`config.mk`:
```
export PLATFORM = sky130hd
export DESIGN_NAME = tl_ul_regbus_bridge
export DESIGN_NICKNAME = d
export VERILOG_FILES = /design/src/rtl/tl_ul_regbus_bridge_pkg.sv /design/src/rtl/tl_ul_legal_check.sv /design/src/rtl/tl_ul_regbus_bridge.sv
export SDC_FILE = /design/constraint.sdc
export NUM_CORES = 1
export LEC_CHECK = 0
export CORE_AREA = 2 2 102 104
export DETAILED_ROUTE_END_ITERATION = 7
export DIE_AREA = 0 0 104 106
export DONT_BUFFER_PORTS = 1
export GPL_TIMING_DRIVEN = 0
export PLACE_DENSITY_LB_ADDON = 0.3
export SLEW_MARGIN = 5
export SYNTH_ARGS = -nofsm -noshare
export SYNTH_HDL_FRONTEND = slang
export SYNTH_HIERARCHICAL = 1
export SYNTH_SLANG_ARGS = --single-unit
export TNS_END_PERCENT = 1
```
`constraint.sdc`:
```
create_clock -name clock -period 1.6 [get_ports clock]
set_input_delay 0.08 -clock clock [delete_from_list [all_inputs] [get_ports clock]]
set_output_delay 0.08 -clock clock [all_outputs]
set_load 0.1 [all_outputs]
```
`src/rtl/tl_ul_regbus_bridge_pkg.sv`:
```
// Shared TileLink-UL definitions used by the UL slave blocks:
// A/D channel opcode constants, the bridge state encoding and the
// stored-response flags.
package tl_ul_regbus_bridge_pkg;

    localparam logic [2:0] A_PUT_FULL        = 3'd0;
    localparam logic [2:0] A_PUT_PARTIAL     = 3'd1;
    localparam logic [2:0] A_GET             = 3'd4;

    localparam logic [2:0] D_ACCESS_ACK      = 3'd0;
    localparam logic [2:0] D_ACCESS_ACK_DATA = 3'd1;

    typedef enum logic [1:0] {
        IDLE = 2'd0,
        BUS  = 2'd1,
        RESP = 2'd2
    } state_t;

    // Width-independent part of the pending D response; size, source and
    // data are held in parameter-sized registers in the bridge itself.
    typedef struct packed {
        logic [2:0] opcode;
        logic       denied;
    } resp_t;

endpackage

```
`src/rtl/tl_ul_legal_check.sv`:
```
// Combinational TL-UL A-request legality check.
//   opcode  : A-channel opcode
//   size    : log2 of the access size in bytes
//   address : byte address
//   legal   : 1 when opcode is Get/PutFull/PutPartial, the access fits in
//             one data beat and the address is aligned to the access size
module tl_ul_legal_check
    import tl_ul_regbus_bridge_pkg::*;
#(
    parameter int unsigned ADDR_W = 32,
    parameter int unsigned DATA_W = 32,
    parameter int unsigned SIZE_W = 2
) (
    input  logic [2:0]        opcode,
    input  logic [SIZE_W-1:0] size,
    input  logic [ADDR_W-1:0] address,
    output logic              legal
);

    localparam int unsigned LG_BYTES = $clog2(DATA_W / 8);

    logic op_ok;
    logic size_ok;
    logic aligned;
    logic unused_address;

    // Only the low address bits take part in the alignment test.
    assign unused_address = ^address;

    always_comb begin
        op_ok   = (opcode == A_PUT_FULL) || (opcode == A_PUT_PARTIAL) || (opcode == A_GET);
        size_ok = (32'(size) <= LG_BYTES);
        aligned = 1'b1;
        for (int unsigned i = 0; i < LG_BYTES; i++) begin
            if ((i < 32'(size)) && address[i]) begin
                aligned = 1'b0;
            end
        end
        legal = op_ok && size_ok && aligned;
    end

endmodule

```
`src/rtl/tl_ul_regbus_bridge.sv`:
```
// TileLink-UL slave to simple req/ack register bus bridge, one outstanding
// transaction at a time.
//   clock, reset       : clock, synchronous active-high reset
//   a_*                : TL-UL A channel (single-beat requests)
//   d_*                : TL-UL D channel (one response per request)
//   rb_*               : register bus; rb_req held with stable rb_* until rb_ack
//   busy               : a transaction is in progress
module tl_ul_regbus_bridge
    import tl_ul_regbus_bridge_pkg::*;
#(
    parameter int unsigned ADDR_W  = 32,
    parameter int unsigned DATA_W  = 32,
    parameter int unsigned SIZE_W  = 2,
    parameter int unsigned SRC_W   = 2,
    parameter int unsigned TIMEOUT = 255
) (
    input  logic                clock,
    input  logic                reset,
    input  logic                a_valid,
    output logic                a_ready,
    input  logic [2:0]          a_opcode,
    input  logic [2:0]          a_param,
    input  logic [SIZE_W-1:0]   a_size,
    input  logic [SRC_W-1:0]    a_source,
    input  logic [ADDR_W-1:0]   a_address,
    input  logic [DATA_W/8-1:0] a_mask,
    input  logic [DATA_W-1:0]   a_data,
    input  logic                a_corrupt,
    output logic                d_valid,
    input  logic                d_ready,
    output logic [2:0]          d_opcode,
    output logic [1:0]          d_param,
    output logic [SIZE_W-1:0]   d_size,
    output logic [SRC_W-1:0]    d_source,
    output logic                d_sink,
    output logic                d_denied,
    output logic [DATA_W-1:0]   d_data,
    output logic                d_corrupt,
    output logic                rb_req,
    output logic                rb_we,
    output logic [ADDR_W-1:0]   rb_addr,
    output logic [DATA_W-1:0]   rb_wdata,
    output logic [DATA_W/8-1:0] rb_wmask,
    input  logic                rb_ack,
    input  logic [DATA_W-1:0]   rb_rdata,
    input  logic                rb_err,
    output logic                busy
);

    localparam int unsigned MASK_W = DATA_W / 8;
    localparam int unsigned CNT_W  = (TIMEOUT > 0) ? $clog2(TIMEOUT + 1) : 1;
    localparam logic [ADDR_W-1:0] WORD_MASK = ~ADDR_W'(MASK_W - 1);

    state_t              state_q, state_d;
    logic [2:0]          op_q;
    logic [SIZE_W-1:0]   size_q;
    logic [SRC_W-1:0]    source_q;
    logic [ADDR_W-1:0]   addr_q;
    logic [MASK_W-1:0]   mask_q;
    logic [DATA_W-1:0]   data_q;
    logic [DATA_W-1:0]   rdata_q;
    logic [CNT_W-1:0]    cnt_q;
    resp_t               resp_q;

    logic legal;
    logic go_bus;
    logic timeout_hit;
    logic is_get;
    logic unused_a_param;

    assign unused_a_param = ^a_param;

    tl_ul_legal_check #(
        .ADDR_W (ADDR_W),
        .DATA_W (DATA_W),
        .SIZE_W (SIZE_W)
    ) u_legal (
        .opcode  (a_opcode),
        .size    (a_size),
        .address (a_address),
        .legal   (legal)
    );

    // A legal request still skips the bus if it carries poisoned write data.
    assign go_bus      = legal && !((a_opcode != A_GET) && a_corrupt);
    assign timeout_hit = (TIMEOUT != 0) && (cnt_q == CNT_W'(TIMEOUT));
    assign is_get      = (op_q == A_GET);

    always_ff @(posedge clock) begin
        if (reset) begin
            state_q <= IDLE;
        end else begin
            state_q <= state_d;
        end
    end

    always_comb begin
        state_d = state_q;
        a_ready = 1'b0;
        rb_req  = 1'b0;
        d_valid = 1'b0;
        busy    = (state_q != IDLE);
        unique case (state_q)
            IDLE: begin
                a_ready = 1'b1;
                if (a_valid) begin
                    state_d = go_bus ? BUS : RESP;
                end
            end
            BUS: begin
                rb_req = 1'b1;
                if (rb_ack || timeout_hit) begin
                    state_d = RESP;
                end
            end
            RESP: begin
                d_valid = 1'b1;
                if (d_ready) begin
                    state_d = IDLE;
                end
            end
            default: state_d = IDLE;
        endcase
        // Handshake outputs stay low for the whole time reset is held.
        if (reset) begin
            a_ready = 1'b0;
            rb_req  = 1'b0;
            d_valid = 1'b0;
            busy    = 1'b0;
        end
    end

    always_ff @(posedge clock) begin
        if (reset) begin
            op_q     <= '0;
            size_q   <= '0;
            source_q <= '0;
            addr_q   <= '0;
            mask_q   <= '0;
            data_q   <= '0;
            rdata_q  <= '0;
            cnt_q    <= '0;
            resp_q   <= '0;
        end else begin
            if ((state_q == IDLE) && a_valid) begin
                op_q          <= a_opcode;
                size_q        <= a_size;
                source_q      <= a_source;
                addr_q        <= a_address;
                mask_q        <= a_mask;
                data_q        <= a_data;
                rdata_q       <= '0;
                cnt_q         <= '0;
                resp_q.opcode <= (a_opcode == A_GET) ? D_ACCESS_ACK_DATA : D_ACCESS_ACK;
                resp_q.denied <= !go_bus;
            end
            if (state_q == BUS) begin
                if (rb_ack) begin
                    rdata_q       <= rb_rdata;
                    resp_q.denied <= rb_err;
                end else if (timeout_hit) begin
                    rdata_q       <= '0;
                    resp_q.denied <= 1'b1;
                end else begin
                    cnt_q <= cnt_q + 1'b1;
                end
            end
        end
    end

    assign rb_we    = rb_req && !is_get;
    assign rb_addr  = rb_req ? (addr_q & WORD_MASK) : '0;
    assign rb_wdata = rb_req ? data_q : '0;
    assign rb_wmask = !rb_req ? '0 : (is_get ? '1 : mask_q);

    assign d_opcode  = d_valid ? resp_q.opcode : '0;
    assign d_param   = '0;
    assign d_size    = d_valid ? size_q : '0;
    assign d_source  = d_valid ? source_q : '0;
    assign d_sink    = 1'b0;
    assign d_denied  = d_valid && resp_q.denied;
    assign d_corrupt = d_valid && resp_q.denied && is_get;
    assign d_data    = (d_valid && is_get && !resp_q.denied) ? rdata_q : '0;

endmodule

```
==> flow_metrics.tcl <==
set metrics [dict create \
    outcome "finished, violations left" \
    violations "negative setup slack" \
    slew_viol_final 0 \
    period_needed_ns 2.955 \
    critical_path_peak_fanout 10 \
    core-area_um2 10000 \
    syn_to_final_growth_pct 44.51 \
    root_buffer "clkbuf_8" \
    initial_core_util_pct 54.82 \
    cts-buffers-inserted 17 \
    setup_slack_ns -1.355 \
    leakagePower_nw 3.013 \
    grt_max_degree 17 \
    drt_iter0_markers 528 \
    via_count 5820 \
    final_nets 978 \
    total_power_mw 7.792 \
    synthTopCellsByCount "nand2_1, dfxtp_1, and2_1" \
    synthFlopType "dfxtp_1" \
    fill_cells 631 \
    synthAdderAreaFrac_pct 0.2283 \
    ys_top_cells_by_area "dfxtp_1, nand2_1, and2_1, a21oi_1, nand3_1" \
    worstSetupEndpointType "output port" \
    cts.sink_count 117 \
    vias_per_cell 5.768 \
    grt_usage_pct 31.56 \
    max_slew_margin_pct 12.34 \
    synth_edf_count 0 \
    clk_path_buf_depth 2 \
    synth_top_family_by_area "simple AND/OR/NAND/NOR gates" \
    clkSlewWorstSetupHoldPaths_ns 0.06 \
    wire_per_inst_um 18.09 \
    dp_cells 865 \
    dr.pass1.iters 6 \
    finalSetupViolCount 126 \
    layout-drive-gt1-share_pct 23.83 \
    synthSimpleGateAreaFrac_pct 35.08 \
    antenna_cells 0 \
    yosys_warnings 6 \
    io_buffers 0 \
    ant_nets 0 \
    use_met3_pct 8.522 \
    max_freq_mhz 338.4 \
    cts_max_level 4 \
    clk_latency_ns 0.52 \
    synth_top_cell_by_area "dfxtp_1" \
    synth-xor-area-share_pct 0 \
    final_cell_area_um2 7921 \
    skew_ns 0.01011 \
    async_flop_share_pct 0 \
    synth.area.mux_share_pct 1.347 \
    syn_area_per_cell_um2 7.582 \
    place.gp.congestion 0.8335 \
    rsz0062_at_grt "yes" \
    cp.arrival_ns 2.87 \
    synth-compound-area-share_pct 14.47 \
    die_x_um 104 \
    post-route-period-util_pct 184.7 \
    fin_cells 1009 \
    synth.top_cell.area_share_pct 42.73 \
    antenna_found_initial 0 \
    synth_most_common_cell "nand2_1" \
    dp_hpwl_mm 11.08 \
    critPathRequiredTime_ns 1.52 \
    dieArea_um2 11020 \
    synth_cells 723 \
    synth-seq-cells 117 \
    crit_type "flop to output port" \
    final_hold_viol_count 0 \
    hold_path.class "primary input to flop" \
    drv_cap 0 \
    ys_seq_area_share_pct 42.73 \
    dpl_cell_area_um2 5827 \
    hold_ws_ns 0.02570 \
    drcViolationCount 0 \
    grt_overflow_total 0 \
    rows 37 \
    grt_pass1_vias 5700 \
    use_met1_pct 34.70 \
    grt.busiest_layer "met2" \
    peakVddDrop_uv 671.6 \
    die_h_um 106 \
    grt_pass1_wl_mm 28.14 \
    drt-total-wl_mm 18.25 \
    tightestPinTransition_ns 1.314 \
    cellPowerDensity_nw_per_um2 983.7 \
    use_met2_pct 56.58 \
    syn-cell-area_um2 5482 \
    ios 234 \
    cts_tree "built" \
    synthDistinctLibCells 39 \
    startpoint_type "flop" \
]
## metrics by stage
step                utilization [%]  worst slack (ns)  TNS (ns)
detailed placement            58.27            -1.124   -132.03
CTS                           78.62            -1.351   -110.52
floorplan                         -           -0.6338    -50.26
finish                        79.22            -1.355    -92.80
global placement              58.18            -1.069   -121.17
global route                  79.22            -1.411   -105.63
## registers in the layout (all words and copies together), names as in the netlist
register and flops:
addr_q 30, cnt_q 8, data_q 32, mask_q 4
op_q 3, rdata_q 32, resp_q 2, size_q 2
source_q 2, state_q 2
## report_power, final
part	total [mW]	internal (mW)	switching, mW
clock	3.65	2.28	1.37
combinational	1.01	0.399	0.611
sequential	3.13	3.05	0.0807
total	7.79	5.73	2.06
## repair_timing
action | 4_1_cts | 5_1_grt
gates resized for setup | 182 | 37
setup buffers | 0 | 0
hold buffers | 111 | 0
hold endpoints to repair | 111 | 0
pin swaps | 5 | 27
gates cloned | 1 | 0
endpoints found under the setup margin | 224 | 223
## cells by family (layout without fill, tap and decap cells)
logic type	count (synthesis)	in the layout
mux	7	7
fa+ha+maj	1	1
compound gates	132	132
flops	117	117
other cells	1	7
simple gates	392	393
buf+inv	73	216
## area by class of cell
| type | count | area (um2) | share of cell area [%] |
|---|---|---|---|
| buffer | 68 | 473.0 | 5.971 |
| sequential | 117 | 2350 | 29.66 |
| multi-input combinational | 540 | 3224 | 40.70 |
| inverter | 5 | 18.77 | 0.2369 |
| clock buffer | 19 | 441.7 | 5.576 |
| tap | 136 | 170.2 | 2.148 |
| timing repair buffer | 111 | 1111 | 14.03 |
| clock inverter | 13 | 132.6 | 1.674 |
## critical path, cell delays in order (launching register included)
cell and delay (ns):
dfxtp_4 0.37, nor3b_4 1.03, and3_4 0.47, buf_8 0.15
and2_4 0.34
## routing by layer
metal	wire (um)	up-vias
li1	-	2694
met5	0	-
met4	636	0
met2	9461	307
met1	6791	2752
met3	1358	67
## cell usage in the layout (no fill, tap or decap), types with 3 or more instances in the layout
master / instances
buf_6: 5
inv_1: 4
or3_1: 4
o211ai_1: 36
mux2_2: 3
a211oi_1: 3
clkbuf_4: 10
mux2i_1: 4
conb_1: 7
o21ai_0: 3
dlygate4sd3_1: 111
and2_2: 4
a21oi_1: 78
dfxtp_1: 113
dfxtp_2: 3
and2_4: 96
clkinvlp_4: 4
clkbuf_8: 5
clkbuf_16: 16
buf_8: 3
o21a_4: 4
buf_4: 15
nor2_1: 4
clkinv_2: 5
nand3_1: 73
clkbuf_2: 5
nand2_1: 182
nor3b_4: 4
buf_2: 8
clkbuf_1: 17
## path summary, 6_finish.rpt
check / startpoint / to / slack [ns] / cells past startpoint
setup / recovery: state_q[0] / d_data[9] / -1.35 / 4
hold / removal: a_size[1] / state_q[0] / 0.03 / 4
setup reg to reg: state_q[0] / cnt_q[5] / -0.10 / 4
hold reg to reg: data_q[16] / data_q[16] / 0.45 / 2
Power figures use the tool's default switching activity.
